===== config.mk =====
export PLATFORM = sky130hd
export DESIGN_NAME = stall_control
export DESIGN_NICKNAME = d
export VERILOG_FILES = /design/src/rtl/stall_control.sv
export SDC_FILE = /design/constraint.sdc
export NUM_CORES = 1
export LEC_CHECK = 0
export ABC_AREA = 1
export ABC_CLOCK_PERIOD_IN_PS = 2700
export CORE_MARGIN = 2
export CORE_UTILIZATION = 50
export DETAILED_ROUTE_END_ITERATION = 8
export GPL_TIMING_DRIVEN = 1
export PLACE_DENSITY = 0.86
export SLEW_MARGIN = 30
export SYNTH_ARGS = -nofsm -noshare
export SYNTH_HDL_FRONTEND = slang
export SYNTH_SLANG_ARGS = --single-unit

===== constraint.sdc =====
create_clock -name clk -period 2.7 [get_ports clk]
set_clock_uncertainty 0.1 [all_clocks]
set_input_delay 0.54 -clock clk [delete_from_list [all_inputs] [get_ports clk]]
set_output_delay 0.54 -clock clk [all_outputs]
set_load 0.03 [all_outputs]

===== src/rtl/stall_control.sv =====
// Pipeline hazard and stall controller for the LC-3b five-stage pipeline.
// Owns the RUN/DRAIN redirect FSM, the held redirect target and perf counters.
module stall_control (
    input  logic        clk,
    input  logic        reset,
    input  logic        id_uses_sr1,
    input  logic        id_uses_sr2,
    input  logic [2:0]  id_src1,
    input  logic [2:0]  id_src2,
    input  logic        ex_load,
    input  logic        ex_regfile_write,
    input  logic [2:0]  ex_dest,
    input  logic        imem_read,
    input  logic        imem_resp,
    input  logic        dmem_read,
    input  logic        dmem_write,
    input  logic        dmem_resp,
    input  logic        branch_taken,
    input  logic [15:0] branch_target,
    output logic        pc_load,
    output logic        if_id_load,
    output logic        id_ex_load,
    output logic        ex_mem_load,
    output logic        mem_wb_load,
    output logic        if_id_bubble,
    output logic        id_ex_bubble,
    output logic        ex_mem_bubble,
    output logic        mem_wb_bubble,
    output logic        pc_redirect_sel,
    output logic [15:0] pc_redirect_target,
    output logic        drain_active,
    output logic [15:0] stall_count,
    output logic [15:0] flush_count
);

    typedef enum logic {
        RUN   = 1'b0,
        DRAIN = 1'b1
    } state_t;

    state_t      state;
    state_t      state_next;
    logic [15:0] target_q;
    logic [15:0] target_next;
    logic        stall_inc;
    logic        flush_inc;

    logic dmem_busy;
    logic imem_busy;
    logic src1_hit;
    logic src2_hit;
    logic load_use;

    assign dmem_busy = (dmem_read | dmem_write) & ~dmem_resp;
    assign imem_busy = imem_read & ~imem_resp;
    assign src1_hit  = id_uses_sr1 & (id_src1 == ex_dest);
    assign src2_hit  = id_uses_sr2 & (id_src2 == ex_dest);
    assign load_use  = ex_load & ex_regfile_write & (src1_hit | src2_hit);

    always_comb begin
        pc_load            = 1'b1;
        if_id_load         = 1'b1;
        id_ex_load         = 1'b1;
        ex_mem_load        = 1'b1;
        mem_wb_load        = 1'b1;
        if_id_bubble       = 1'b0;
        id_ex_bubble       = 1'b0;
        ex_mem_bubble      = 1'b0;
        mem_wb_bubble      = 1'b0;
        pc_redirect_sel    = 1'b0;
        pc_redirect_target = branch_target;
        drain_active       = (state == DRAIN);
        state_next         = state;
        target_next        = target_q;
        stall_inc          = 1'b0;
        flush_inc          = 1'b0;

        if (reset) begin
            pc_load      = 1'b0;
            if_id_load   = 1'b0;
            id_ex_load   = 1'b0;
            ex_mem_load  = 1'b0;
            mem_wb_load  = 1'b0;
            drain_active = 1'b0;
            state_next   = RUN;
            target_next  = 16'h0000;
        end else begin
            case (state)
                RUN: begin
                    if (dmem_busy) begin
                        pc_load       = 1'b0;
                        if_id_load    = 1'b0;
                        id_ex_load    = 1'b0;
                        ex_mem_load   = 1'b0;
                        mem_wb_bubble = 1'b1;
                        stall_inc     = 1'b1;
                    end else if (branch_taken) begin
                        if_id_bubble  = 1'b1;
                        id_ex_bubble  = 1'b1;
                        ex_mem_bubble = 1'b1;
                        flush_inc     = 1'b1;
                        if (!imem_busy) begin
                            pc_redirect_sel = 1'b1;
                        end else begin
                            // fetch in flight: hold target until it lands
                            pc_load     = 1'b0;
                            target_next = branch_target;
                            state_next  = DRAIN;
                        end
                    end else if (load_use) begin
                        pc_load      = 1'b0;
                        if_id_load   = 1'b0;
                        id_ex_bubble = 1'b1;
                        stall_inc    = 1'b1;
                    end else if (imem_busy) begin
                        pc_load      = 1'b0;
                        if_id_bubble = 1'b1;
                        stall_inc    = 1'b1;
                    end
                end
                DRAIN: begin
                    pc_redirect_target = target_q;
                    pc_load            = 1'b0;
                    if_id_bubble       = 1'b1;
                    stall_inc          = 1'b1;
                    if (dmem_busy) begin
                        if_id_load    = 1'b0;
                        id_ex_load    = 1'b0;
                        ex_mem_load   = 1'b0;
                        mem_wb_bubble = 1'b1;
                    end else if (imem_resp) begin
                        // stale fetch word is discarded via if_id_bubble
                        pc_load         = 1'b1;
                        pc_redirect_sel = 1'b1;
                        state_next      = RUN;
                    end
                end
                default: state_next = RUN;
            endcase
        end
    end

    always_ff @(posedge clk) begin
        if (reset) begin
            state       <= RUN;
            target_q    <= 16'h0000;
            stall_count <= 16'h0000;
            flush_count <= 16'h0000;
        end else begin
            state    <= state_next;
            target_q <= target_next;
            if (stall_inc && stall_count != 16'hFFFF)
                stall_count <= stall_count + 16'h0001;
            if (flush_inc && flush_count != 16'hFFFF)
                flush_count <= flush_count + 16'h0001;
        end
    end

endmodule


==> results of run 1 <==
## power groups by stage
stage	combinational (mW)	sequential (mW)	clock [mW]
2_1_floorplan	0.166	0.772	0
3_3_place_gp	0.297	0.763	0
3_5_place_dp	0.304	0.763	0
4_1_cts	0.305	0.746	0.562
5_1_grt	0.331	0.749	0.591
6_report	0.304	0.746	0.554
## area by class of cell
type	instances	share of cell area, %
multi-input cells	311	39.7
inverters	67	6.40
flip-flops and latches	49	24.7
clock buffers	6	2.08
well taps	72	2.27
repair buffers	101	23.9
clock inverters	2	0.946
## kinds of logic (layout without fill, tap and decap cells)
kind of cell	after synthesis	count (layout)	synth area share [%]
simple gates	214	214	35.2
flops	49	49	33.8
buf+inv	84	176	12.1
compound gates	85	85	15.0
xor+xnor	10	10	3.02
fa+ha+maj	2	2	0.862
## worst min-delay path: cells and delay by family (launching register included)
kind,cells,cell delay [ns]
buffers and inverters,1,0.06
AOI/OAI and AO/OA,1,0.05
DFF,1,0.31
## repair_timing
action / 4_1_cts / 5_1_grt
hold buffers: 0 / 0
gates resized for setup: 0 / 4
setup endpoints to repair: 0 / 3
## sequential cells by signal, indices dropped and copies added (netlist names)
register,count
stall_count,16
target_q,16
state,1
flush_count,16
## worst paths after layout
| check | endpoint | slack (ns) | cells past startpoint |
|---|---|---|---|
| max | if_id_bubble | 0.12 | 10 |
| min | target_q[15] | 0.36 | 2 |
| max reg2reg | stall_count[9] | 0.67 | 10 |
| min reg2reg | target_q[15] | 0.36 | 2 |
## synthesized netlist by cell type (all sizes together), types with 5 or more instances
| master | n |
|---|---|
| o21ai | 41 |
| buf | 9 |
| xor2 | 5 |
| nand2 | 108 |
| nand3 | 30 |
| xnor2 | 5 |
| nor2 | 55 |
| dfxtp | 49 |
| nor3 | 8 |
| a21oi | 41 |
| nand4 | 12 |
| clkbuf | 8 |
| inv | 67 |
## per-stage QoR
stage / util [%] / TNS, ns / power, mW
finish: 71.6 / 0 / 1.60
CTS: 71.4 / 0 / 1.61
floorplan: - / -3.18 / 0.938
global route: 71.6 / -0.0268 / 1.67
global placement: 69.2 / 0 / 1.06
detailed placement: 69.2 / 0 / 1.07
## routing by layer
layer | track usage [%] | routed length, µm | vias to the layer above
met5 | 0 | 0 | -
met4 | 5.93 | 66 | 0
met3 | 4.72 | 350 | 8
met2 | 43.4 | 3710 | 76
met1 | 28.6 | 3120 | 1449
li1 | - | - | 1603
==> results.py, run 1 <==
metrics = {
    "global_routing": {
        "grt_pass1_wl_mm": 12.5,
        "antenna_found_initial": 0,
        "grt_pass1_vias": 2933,
        "grt_max_degree": 34,
        "grt.total_usage_pct": 23.9,
        "gr-total-overflow": 0,
    },
    "clock_tree": {
        "htree_num_levels": 2,
        "numCtsBuffers": 5,
        "postCtsSetupBuffers": 0,
        "cts_max_path_buffers": 2,
        "cts-root-buf": "clkbuf_8",
        "cts.sinks": 49,
        "cts_tree": "done",
        "path_clk_slew_ns": 0.09,
        "clkLatencyLatePin_ns": 0.30,
    },
    "layout": {
        "area_delta_synth_final_pct": 36.7,
        "n_fill_cell": 474,
        "fin_cells": 608,
        "multi_input_area_um2": 1580,
        "design_area_um2": 3970,
        "seq_area_um2": 981,
        "antenna_cells": 0,
        "final_common_cell": "nand2_1",
        "fin_nets": 574,
        "layout_common_cells": "nand2_1, clkdlybuf4s50_1, inv_1, dfxtp_1, nor2_1",
        "drive_gt1_share_pct": 13.4,
    },
    "worst_setup_path": {
        "path_buf_inv": 3,
        "path_max_fanout": 4,
        "crit_type": "in -> out",
        "cp_top_family": "buffers and inverters",
        "critPathSlowestCell": "clkdlybuf4s50_1",
        "crit_chain": "clkdlybuf4s50_1 > inv_1 > nor2_1 > nor2_1 > nand2_1 > nand2_1 > nand2_2 > a31oi_1 > o31ai_1 > buf_4",
        "startpoint": "id_src2[0]",
        "slowest_delay_ns": 0.46,
        "cp-end-kind": "output pin",
        "regToRegStartpoint": "stall_count[0]",
        "arrival_ns": 1.94,
        "required_ns": 2.06,
        "start_kind": "input pin",
    },
    "timing": {
        "hold_viol": 0,
        "clock.fmax_mhz": 388,
        "finalSetupViolations": 0,
        "drv_slew": 0,
        "hold_ws_ns": 0.355,
        "fin_crit_sh_pct": 95.5,
        "min_period_ns": 2.58,
        "worst_pin_slew_ns": 0.367,
        "setup_ws_ns": 0.121,
        "relSlewSlack_pct": 75.4,
    },
    "synth": {
        "yosys.cell_types.count": 33,
        "synth_top_area_share_pct": 33.8,
        "synth_area_leader_cell": "dfxtp_1",
        "synth_area_per_cell_um2": 6.54,
        "synth_area_um2": 2900,
        "ys_top_cells_by_area": "dfxtp_1, nand2_1, inv_1, a21oi_1, o21ai_0",
        "synth_cells": 444,
        "ys_async_sr_fraction_pct": 0,
        "synth_seq_area_share_pct": 33.8,
        "synth_nets": 483,
        "ys.flop_type": "dfxtp_1",
        "synth-seq-cells": 49,
        "synth-edff-count": 0,
        "ys_warn_count": 0,
    },
    "power_and_ir_drop": {
        "switching_share_pct": 27.3,
        "p_leak_nw": 1.70,
        "power_switching_mw": 0.438,
        "combPwrFrac_pct": 18.9,
        "clockPowerShare_pct": 34.5,
        "power_density_nw_per_um2": 404,
        "vdd.ir_drop.worst_v": 0.000477,
        "p_int_mw": 1.17,
        "power_frac_seq_pct": 46.5,
    },
    "floorplanning": {
        "design.portCount": 96,
        "rows": 27,
        "fp.dieW_um": 80.2,
        "start_util_pct": 52.4,
        "die_h_um": 80.2,
        "core_um2": 5540,
        "die-area_um2": 6430,
    },
    "placement": {
        "place_area_um2": 3840,
        "io_buffers": 95,
        "dp_hpwl_mm": 5.57,
        "pre_cts_ws_ns": 0.105,
        "place_inst": 600,
        "routabilityCongestion": 0.884,
    },
    "min_path": {
        "min_from": "target_q[15]",
        "worst_hold_path_type": "reg -> reg",
    },
    "route": {
        "ant_nets": 0,
        "wl_mm": 7.24,
        "drc": 0,
        "wl_per_cell_um": 11.9,
        "drt_first_iter_violations": 129,
        "num_vias": 3136,
        "vias_per_cell": 5.16,
        "drt_pass1_iterations": 4,
    },
    "run_status": {
        "status": "finished clean",
    },
    "run": {
        "drv_cap": 0,
    },
}
Power figures use the tool's default switching activity.
==> run 2, diff against run 1 <==
--- a/config.mk
+++ b/config.mk
@@ -11,2 +11,3 @@
 export CORE_UTILIZATION = 50
+export CTS_CLUSTER_DIAMETER = 150
 export DETAILED_ROUTE_END_ITERATION = 8
==> constraint.sdc (replaced) <==
create_clock -name clk -period 2.7 [get_ports clk]
set_clock_uncertainty 0.1 [all_clocks]
set_input_delay 0.405 -clock clk [delete_from_list [all_inputs] [get_ports clk]]
set_output_delay 0.405 -clock clk [all_outputs]
set_load 0.03 [all_outputs]
==> results.py, run 2 (synthesized netlist as in run 1, its figures left out) <==
metrics = {
    "worst_setup_path": {
        "path_common_cell": "buf_4",
        "crit_type": "in -> out",
        "crit_chain": "clkdlybuf4s50_1 > buf_4 > inv_2 > nand2_1 > a21oi_1 > buf_4",
        "path_max_fanout": 14,
        "r2r-end": "stall_count[9]",
        "r2r_setup_slack_ns": 0.67,
        "reg2reg_depth": 10,
        "slowest_delay_ns": 0.54,
        "regToRegStartpoint": "stall_count[0]",
        "start_kind": "input pin",
        "required_ns": 2.19,
        "critPathSlowestCell": "clkdlybuf4s50_1",
        "cp_top_family": "buffers and inverters",
        "arrival_ns": 1.87,
        "cp-end-kind": "output pin",
        "path_buf_inv": 4,
    },
    "route": {
        "drc": 0,
        "drt_pass1_iterations": 4,
        "wl_per_cell_um": 11.4,
        "vias_per_cell": 5.02,
        "num_vias": 3043,
        "ant_nets": 0,
        "drt_first_iter_violations": 95,
        "wl_mm": 6.92,
    },
    "clock_tree": {
        "htree_num_levels": 2,
        "cts_tree": "done",
        "hold_buffers": 0,
        "cts-root-buf": "clkbuf_8",
        "post_cts_resized": 0,
        "path_clk_slew_ns": 0.08,
        "cts_max_path_buffers": 2,
        "cts.sinks": 49,
        "numCtsBuffers": 5,
        "clkLatencyLatePin_ns": 0.30,
        "postCtsSetupBuffers": 0,
    },
    "power_and_ir_drop": {
        "combPwrFrac_pct": 19.2,
        "power_density_nw_per_um2": 395,
        "p_leak_nw": 1.66,
        "vdd.ir_drop.worst_v": 0.000255,
        "power_frac_seq_pct": 48.2,
        "switching_share_pct": 27.0,
        "finalPower_mw": 1.55,
        "p_int_mw": 1.13,
        "power_switching_mw": 0.418,
        "clockPowerShare_pct": 32.6,
    },
    "timing": {
        "finalSetupViolations": 0,
        "rsz0062_at_grt": "no",
        "clock.fmax_mhz": 421,
        "relSlewSlack_pct": 77.0,
        "drv_slew": 0,
        "min_period_ns": 2.38,
        "hold_viol": 0,
        "fin_crit_sh_pct": 88.0,
        "fin_tns_setup_ns": 0,
        "hold_ws_ns": 0.349,
        "worst_pin_slew_ns": 0.344,
    },
    "global_routing": {
        "grt_pass1_wl_mm": 11.9,
        "grt.total_usage_pct": 22.5,
        "gr-total-overflow": 0,
        "antenna_found_initial": 0,
        "grt_max_degree": 34,
        "grt_pass1_vias": 2779,
    },
    "layout": {
        "n_fill_cell": 496,
        "fin_util_pct": 70.8,
        "fin_nets": 573,
        "final_common_cell": "nand2_1",
        "drive_gt1_share_pct": 12.9,
        "area_delta_synth_final_pct": 35.0,
        "layout_common_cells": "nand2_1, clkdlybuf4s50_1, inv_1, dfxtp_1, nor2_1",
        "top_regs": "flush_count (16), stall_count (16), target_q (16)",
        "antenna_cells": 0,
    },
    "placement": {
        "io_buffers": 95,
        "routabilityCongestion": 0.898,
        "dp_hpwl_mm": 5.29,
    },
    "min_path": {
        "min_from": "target_q[9]",
        "worst_hold_path_type": "reg -> reg",
        "holdPathStages": 2,
        "hold_end": "target_q[9]",
    },
    "floorplanning": {
        "die_h_um": 80.2,
        "start_util_pct": 52.4,
        "core_um2": 5540,
        "rows": 27,
        "fp.dieW_um": 80.2,
        "design.portCount": 96,
        "die-area_um2": 6430,
    },
    "run": {
        "drv_cap": 0,
    },
    "run_status": {
        "status": "finished clean",
    },
}
[run 2: changes by cell type in the layout (fill, tap and decap cells not counted)]
cell / delta
clkdlybuf4s50_1: +3
dlymetal6s2s_1: -3
buf_12: -1
clkbuf_8: -1
clkinv_2: +1
clkinvlp_4: -1
o21ai_0: +1
o21ai_1: -1
o31ai_1: +1
o31ai_2: -1
[run 2: power groups by stage]
stage,Sequential [mW],Clock [mW],Combinational [mW]
after floorplan,0.772,0,0.166
after global placement,0.763,0,0.294
after detailed placement,0.763,0,0.298
after CTS,0.747,0.520,0.300
after global routing,0.749,0.550,0.326
final,0.746,0.506,0.298
[run 2: how the worst max path moves through the flow]
stage                     startpoint                    end  slack, ns  cells past startpoint
after floorplan                reset  pc_redirect_target[0]       0.06                      5
after global placement    ex_dest[2]                pc_load       0.40                     13
after detailed placement       reset        pc_redirect_sel       0.36                      6
after CTS                 ex_dest[2]             if_id_load       0.34                     11
after global routing      ex_dest[1]             if_id_load       0.18                     11
final                          reset        pc_redirect_sel       0.32                      6
[run 2: worst register-to-register path, cell delays in order, from the launching register on]
cell and delay [ns]:
dfxtp_1 0.39, ha_1 0.20, nand2_1 0.12, nor3_4 0.27
nand4_2 0.33, nand3_1 0.23, nor2_1 0.06, nand3_1 0.10
nand2_1 0.06, nand2_1 0.06, nor2_1 0.04
[run 2: routing by layer]
metal / wire, µm / GRT usage, % / up-vias / share of wire [%]
li1: - / - / 1590 / -
met1: 3030 / 26.7 / 1357 / 44
met2: 3440 / 41.8 / 86 / 50
met3: 377 / 4.27 / 10 / 5.4
met4: 74 / 4.92 / 0 / 1.1
met5: 0 / 0 / - / 0
[run 2: cell type report]
cell class / instances / area, µm² / share of cell area (%)
clock inverters: 2 / 35.0 / 0.894
well taps: 72 / 90.1 / 2.30
clock buffers: 5 / 68.8 / 1.76
inverters: 67 / 254 / 6.48
repair buffers: 100 / 921 / 23.5
flip-flops and latches: 49 / 981 / 25.0
multi-input cells: 311 / 1570 / 40.1
[run 2: stage by stage]
step | instances | cell area, µm² | setup WS [ns]
4_1_cts | 606 | 3920 | 0.335
6_report | 606 | 3920 | 0.323
3_3_place_gp | 599 | 3820 | 0.400
2_1_floorplan | 444 | 2900 | 0.0560
3_5_place_dp | 599 | 3820 | 0.365
5_1_grt | 606 | 3920 | 0.183
